`config.mk`:
```
export PLATFORM = sky130hd
export DESIGN_NAME = wave_analyzer
export DESIGN_NICKNAME = d
export VERILOG_FILES = /design/src/rtl/wave_pkg.sv /design/src/rtl/hyst_cmp.sv /design/src/rtl/wave_analyzer.sv
export SDC_FILE = /design/constraint.sdc
export NUM_CORES = 1
export LEC_CHECK = 0
export BUFFER_PORTS_ARGS = -buffer_cell sky130_fd_sc_hd__buf_2
export CORE_MARGIN = 2
export CORE_UTILIZATION = 40
export CTS_BUF_LIST = sky130_fd_sc_hd__clkbuf_16
export DETAILED_ROUTE_END_ITERATION = 7
export PLACE_DENSITY = 0.65
export RECOVER_POWER = 50
export SYNTH_ARGS = -nofsm -noshare
export SYNTH_HDL_FRONTEND = slang
export SYNTH_SLANG_ARGS = --single-unit
```
`constraint.sdc`:
```
create_clock -name clk -period 2.4 [get_ports clk]
set_input_delay 0.24 -clock clk [delete_from_list [all_inputs] [get_ports clk]]
set_output_delay 0.24 -clock clk [all_outputs]
set_load 0.01 [all_outputs]
```
`src/rtl/wave_pkg.sv`:
```
// Shared types and constants for the wave analyzer: FSM state encoding,
// default sample width / midscale / hysteresis, and threshold arithmetic.
package wave_pkg;

  localparam int          WIDTH_DEF    = 16;
  localparam logic [15:0] MIDSCALE_DEF = 16'h8000;
  localparam logic [15:0] HYST_DEF     = 16'h0100;

  typedef enum logic [1:0] {
    S_IDLE      = 2'd0,
    S_ARM       = 2'd1,
    S_WAIT_RISE = 2'd2,
    S_MEASURE   = 2'd3
  } wave_state_e;

  // Bit 32 of the result flags underflow of the low threshold; the high
  // threshold is returned unreduced so the caller can test for overflow.
  function automatic logic [32:0] thr_calc(input logic [31:0] mid,
                                           input logic [31:0] hyst,
                                           input logic        high_sel);
    logic [32:0] v;
    if (high_sel) begin
      v = {1'b0, mid} + {1'b0, hyst};
    end else begin
      v = {1'b0, mid} - {1'b0, hyst};
    end
    return v;
  endfunction

endpackage

```
`src/rtl/hyst_cmp.sv`:
```
// Combinational dual-threshold comparator: flags a sample as below the low
// threshold or at/above the high threshold (unsigned).
module hyst_cmp
  import wave_pkg::*;
#(
  parameter int               WIDTH   = WIDTH_DEF,
  parameter logic [WIDTH-1:0] LOW_TH  = '0,
  parameter logic [WIDTH-1:0] HIGH_TH = '0
) (
  input  logic [WIDTH-1:0] sample,
  output logic             is_low,
  output logic             is_high
);

  assign is_low  = (sample <  LOW_TH);
  assign is_high = (sample >= HIGH_TH);

endmodule

```
`src/rtl/wave_analyzer.sv`:
```
// Period / peak analyser for an offset-binary sample stream with hysteretic
// rising-crossing detection. Peak tracking is built only with WAVE_ANALYZER_PEAK_EN.
module wave_analyzer
  import wave_pkg::*;
#(
  parameter int               WIDTH    = WIDTH_DEF,
  parameter logic [WIDTH-1:0] MIDSCALE = WIDTH'(MIDSCALE_DEF),
  parameter logic [WIDTH-1:0] HYST     = WIDTH'(HYST_DEF)
) (
  input  logic             clk,
  input  logic             rst,
  input  logic             ena,
  input  logic             sample_valid,
  input  logic [WIDTH-1:0] sample,
  output logic [WIDTH-1:0] period,
  output logic [WIDTH-1:0] peak_max,
  output logic [WIDTH-1:0] peak_min,
  output logic             meas_valid,
  output logic             no_signal
);

  localparam logic [32:0]      LOW_EXT  = thr_calc(32'(MIDSCALE), 32'(HYST), 1'b0);
  localparam logic [32:0]      HIGH_EXT = thr_calc(32'(MIDSCALE), 32'(HYST), 1'b1);
  localparam logic [WIDTH-1:0] LOW_TH   = LOW_EXT[WIDTH-1:0];
  localparam logic [WIDTH-1:0] HIGH_TH  = HIGH_EXT[WIDTH-1:0];
  localparam logic [WIDTH-1:0] CNT_MAX  = '1;
  localparam logic [WIDTH-1:0] CNT_ONE  = WIDTH'(1);

  if (LOW_EXT[32] || ((HIGH_EXT >> WIDTH) != 33'd0)) begin : g_bad_thresholds
    $error("wave_analyzer: MIDSCALE +/- HYST leaves the sample range");
  end

  wave_state_e      r_state, w_state_nxt;
  logic [WIDTH-1:0] r_cnt, w_cnt_nxt, w_cnt_inc;
  logic             r_low_seen, w_low_seen_nxt;
  logic [WIDTH-1:0] r_period, w_period_nxt;
  logic             r_meas_valid, w_meas_valid_nxt;
  logic             r_no_signal, w_no_signal_nxt;
  logic             w_acc, w_is_low, w_is_high;

  hyst_cmp #(
    .WIDTH  (WIDTH),
    .LOW_TH (LOW_TH),
    .HIGH_TH(HIGH_TH)
  ) u_hyst_cmp (
    .sample (sample),
    .is_low (w_is_low),
    .is_high(w_is_high)
  );

  assign w_acc     = ena & sample_valid;
  assign w_cnt_inc = r_cnt + CNT_ONE;

  // Next-state and measurement-update logic.
  always_comb begin
    w_state_nxt      = r_state;
    w_cnt_nxt        = r_cnt;
    w_low_seen_nxt   = r_low_seen;
    w_period_nxt     = r_period;
    w_meas_valid_nxt = 1'b0;
    w_no_signal_nxt  = r_no_signal;
    if (!ena) begin
      w_state_nxt = S_IDLE;
    end else begin
      case (r_state)
        S_IDLE: w_state_nxt = S_ARM;
        S_ARM: begin
          if (w_acc && w_is_low) begin
            w_state_nxt = S_WAIT_RISE;
          end else begin
            w_state_nxt = S_ARM;
          end
        end
        S_WAIT_RISE: begin
          if (w_acc && w_is_high) begin
            w_state_nxt    = S_MEASURE;
            w_cnt_nxt      = '0;
            w_low_seen_nxt = 1'b0;
          end else begin
            w_state_nxt = S_WAIT_RISE;
          end
        end
        S_MEASURE: begin
          if (!w_acc) begin
            w_state_nxt = S_MEASURE;
          end else if (w_is_high && r_low_seen) begin
            // Completing crossing takes priority over saturation on the same sample.
            w_period_nxt     = w_cnt_inc;
            w_meas_valid_nxt = 1'b1;
            w_no_signal_nxt  = 1'b0;
            w_cnt_nxt        = '0;
            w_low_seen_nxt   = 1'b0;
          end else if (w_cnt_inc == CNT_MAX) begin
            w_no_signal_nxt = 1'b1;
            w_state_nxt     = S_ARM;
            w_cnt_nxt       = w_cnt_inc;
          end else begin
            w_cnt_nxt      = w_cnt_inc;
            w_low_seen_nxt = r_low_seen | w_is_low;
          end
        end
        default: w_state_nxt = S_IDLE;
      endcase
    end
  end

  // State and published-result registers.
  always_ff @(posedge clk) begin
    if (rst) begin
      r_state      <= S_IDLE;
      r_cnt        <= '0;
      r_low_seen   <= 1'b0;
      r_period     <= '0;
      r_meas_valid <= 1'b0;
      r_no_signal  <= 1'b0;
    end else begin
      r_state      <= w_state_nxt;
      r_cnt        <= w_cnt_nxt;
      r_low_seen   <= w_low_seen_nxt;
      r_period     <= w_period_nxt;
      r_meas_valid <= w_meas_valid_nxt;
      r_no_signal  <= w_no_signal_nxt;
    end
  end

  assign period     = r_period;
  assign meas_valid = r_meas_valid;
  assign no_signal  = r_no_signal;

`ifdef WAVE_ANALYZER_PEAK_EN
  logic [WIDTH-1:0] r_min, r_max, r_peak_min, r_peak_max;
  logic [WIDTH-1:0] w_min_upd, w_max_upd;
  logic             w_track, w_publish, w_load;

  assign w_track   = w_acc && (r_state == S_MEASURE);
  assign w_publish = w_track && w_is_high && r_low_seen;
  assign w_load    = w_publish || (w_acc && w_is_high && (r_state == S_WAIT_RISE));
  assign w_max_upd = (sample > r_max) ? sample : r_max;
  assign w_min_upd = (sample < r_min) ? sample : r_min;

  // Running min/max of the current period and their published copies.
  always_ff @(posedge clk) begin
    if (rst) begin
      r_min      <= '1;
      r_max      <= '0;
      r_peak_min <= '1;
      r_peak_max <= '0;
    end else begin
      if (w_publish) begin
        r_peak_max <= w_max_upd;
        r_peak_min <= w_min_upd;
      end
      if (w_load) begin
        r_min <= sample;
        r_max <= sample;
      end else if (w_track) begin
        r_min <= w_min_upd;
        r_max <= w_max_upd;
      end
    end
  end

  assign peak_max = r_peak_max;
  assign peak_min = r_peak_min;
`else
  assign peak_max = '0;
  assign peak_min = '0;
`endif

endmodule
```
==> impl_metrics.env <==
export IMPL_path_cells="clkbuf_1 > nor3_1 > a21boi_0 > clkbuf_1 > o21a_1 > a21oi_1 > a311oi_1"
export IMPL_ys_warn_count=0
export IMPL_grt_max_degree=33
export IMPL_endpoint="r_low_seen"
export IMPL_setup_viol=0
export IMPL_drive_gt1_frac=0.103
export IMPL_clock_latency_ns=0.28
export IMPL_crit_slowest_cell="a21boi_0"
export IMPL_timing_rr_end="no_signal"
export IMPL_antenna_found_initial=0
export IMPL_synth_common_cells="nor2_1 (38), dfxtp_1 (37), buf_4 (34), a211oi_1 (17), xor2_1 (16)"
export IMPL_path_clk_slew_ns=0.05
export IMPL_setup_slack_ns=0.222
export IMPL_netlist_area_mm2=0.00216
export IMPL_maxCapViolCount=0
export IMPL_max_stage_delay_ns=0.84
export IMPL_drt_wl_total_um=4240
export IMPL_yosys_area_top_type="dfxtp_1"
export IMPL_dp_slack_ns=0.334
export IMPL_ys_flop_type="dfxtp_1"
export IMPL_portBuffers=29
export IMPL_fillers=525
export IMPL_drv_slew=0
export IMPL_grt_usage=0.146
export IMPL_slew_headroom=0.277
export IMPL_ys_ff_latch=37
export IMPL_outcome="complete, no violations"
export IMPL_critical_path_most_common_cell="clkbuf_1"
export IMPL_grt_ovfl_total=0
export IMPL_cp_arrival_ns=2.37
export IMPL_seq_area_um2=741
export IMPL_yosys_area_top_type_share=0.343
export IMPL_regToRegSetupSlack_ns=0.32
export IMPL_avgSynthCellArea_um2=8.64
export IMPL_cp_top_family="compound AO/OA/AOI/OAI gates"
export IMPL_synth_area_leaders="dfxtp_1 (34%), buf_4 (12%), nor2_1 (6.6%), xor2_1 (6.5%), a211oi_1 (5.9%)"
export IMPL_h_tree_depth=2
export IMPL_crit_buf_inv=2
export IMPL_yosysSeqAreaShare=0.343
export IMPL_min_path_type="in -> reg"
export IMPL_cts_root_buf="clkbuf_16"
export IMPL_cts_tree="yes"
export IMPL_wire_per_inst_um=12.4
export IMPL_gp_congestion=0.951
export IMPL_setup_worst_path_end_class="register"
export IMPL_io_pins=70
export IMPL_post_cts_resized=0
export IMPL_start_kind="primary input"
export IMPL_firstDrtPassIters=4
export IMPL_antenna_left=0
export IMPL_fp_dieH_um=77.5
export IMPL_fin_skew_ns=0.00417
export IMPL_synthArstFlopShare=0
export IMPL_yosysMostFrequentCell="nor2_1"
export IMPL_start_util=0.418
export IMPL_cp_depth=7
export IMPL_drt_initial_drc_count=140
export IMPL_netlist_instances=250
export IMPL_dp_hpwl_um=3000
export IMPL_vias=1687
export IMPL_cp_max_fo=11
export IMPL_grt_setup_unrepaired="false"
export IMPL_grt_pass1_vias=1492
export IMPL_cts_hold_buffers=0
export IMPL_min_period_ns=2.18
export IMPL_cts_made_buffers=5
export IMPL_crit_start="sample[12]"
export IMPL_drc=0
export IMPL_fin_nets=295
export IMPL_area_delta_synth_final_pct=8.05
export IMPL_cts_sinks=37
export IMPL_hold_viol_final=0
export IMPL_p_per_area_mw_per_mm2=548
export IMPL_diodes=0
export IMPL_multiInputGateArea_mm2=0.00119
export IMPL_finalCritPeriodShare=0.907
export IMPL_r2r_start="r_cnt[1]"
export IMPL_viasPerCell=4.92
export IMPL_dieArea_mm2=0.00600
export IMPL_core_area_mm2=0.00517
export IMPL_clockBufferDepth=2
export IMPL_crit_type="in -> reg"
export IMPL_worst_r2r_cell_count=6
export IMPL_die_w_um=77.5
export IMPL_final_setup_tns_ns=0
export IMPL_synth_cell_types=46
export IMPL_grt_pass1_wl_um=7060
export IMPL_placementRows=26
export IMPL_vdd_ir_drop_max_v=0.000300
export IMPL_post_cts_repair_setup_buffers=0
export IMPL_tightest_slew_ns=1.07
export IMPL_synth_edf_count=0
export IMPL_power_leakage_nw=0.814
export IMPL_fmax_mhz=459
export IMPL_cp_required_ns=2.59
## layout make-up
class	count	share of cell area
repair buffers	33	0.0686
flip-flops and latches	37	0.317
clock buffers	5	0.0536
inverters	5	0.00804
clock inverters	2	0.00322
multi-input cells	191	0.512
well taps	70	0.0375
## placed cells by master, fill, tap and decap left out, drive strengths merged, types with 2 or more instances in the layout
| cell type | Yosys | routed |
|---|---|---|
| ha | 2 | 2 |
| inv | 5 | 6 |
| conb | 1 | 32 |
| o21ai | 2 | 2 |
| nand2b | 2 | 2 |
| clkbuf | 8 | 25 |
| o21a | 2 | 2 |
| o2111ai | 5 | 5 |
| a311oi | 2 | 2 |
| and3 | 2 | 2 |
| dfxtp | 37 | 37 |
| nor4 | 8 | 8 |
| a211oi | 17 | 17 |
| nor2 | 38 | 38 |
| nor3b | 2 | 2 |
| nand3 | 5 | 5 |
| a31oi | 2 | 2 |
| and2 | 2 | 2 |
| nor3 | 6 | 6 |
| xor2 | 16 | 16 |
| nand2 | 12 | 12 |
| xnor2 | 11 | 11 |
| o211ai | 7 | 7 |
| buf | 40 | 13 |
| nand4 | 4 | 4 |
## where the power goes
group	total, W	internal (W)	switching (W)
Combinational	0.0000662	0.0000139	0.0000524
Sequential	0.000617	0.000616	0.000000771
Clock	0.000595	0.000371	0.000224
Total	0.00128	0.00100	0.000277
## registers in the layout (all words and copies together), names as in the netlist
register	count
r_low_seen	1
no_signal	1
period	16
r_cnt	16
meas_valid	1
r_state	2
## per-stage QoR
stage	hold slack [ns]	instance area [um^2]	utilization	std cells	power [W]
after floorplan	0.409	2280	-	281	0.000715
after CTS	0.288	2380	0.459	343	0.00129
after global placement	0.466	2240	0.434	336	0.000696
after detailed placement	0.468	2240	0.434	336	0.000697
final	0.297	2330	0.451	343	0.00128
after global routing	0.322	2330	0.451	343	0.00133
## cells by family (layout without fill, tap and decap cells)
| family | after synthesis | in the layout | share of synthesized area |
|---|---|---|---|
| and+or+nand+nor | 83 | 83 | 0.210 |
| xor gates and xnor gates | 27 | 27 | 0.109 |
| adders and majority gates | 2 | 2 | 0.0116 |
| muxes | 1 | 1 | 0.00464 |
| other | 1 | 32 | 0.00174 |
| AOI/OAI and AO/OA | 46 | 46 | 0.165 |
| buffers and inverters | 53 | 45 | 0.154 |
| DFF | 37 | 37 | 0.343 |
## per-layer routing
metal | wire length [um] | track usage | vias to the layer above
li1 | - | - | 862
met3 | 283 | 0.0372 | 10
met5 | 0 | 0 | -
met4 | 93 | 0.0571 | 0
met1 | 1990 | 0.190 | 748
met2 | 1870 | 0.230 | 67
## worst min-delay path by stage
stage / start / end / slack [ns] / depth (start not counted)
2_1_floorplan: ena / meas_valid / 0.41 / 2
3_3_place_gp: no_signal / no_signal / 0.47 / 1
3_5_place_dp: no_signal / no_signal / 0.47 / 1
4_1_cts: ena / meas_valid / 0.29 / 3
5_1_grt: ena / meas_valid / 0.32 / 3
6_report: ena / meas_valid / 0.30 / 3
## worst min-delay path, stage by stage
cell and delay [ns]:
buf_2 0.12, nand2b_1 0.11, nor3_1 0.05
Power figures use the tool's default switching activity.
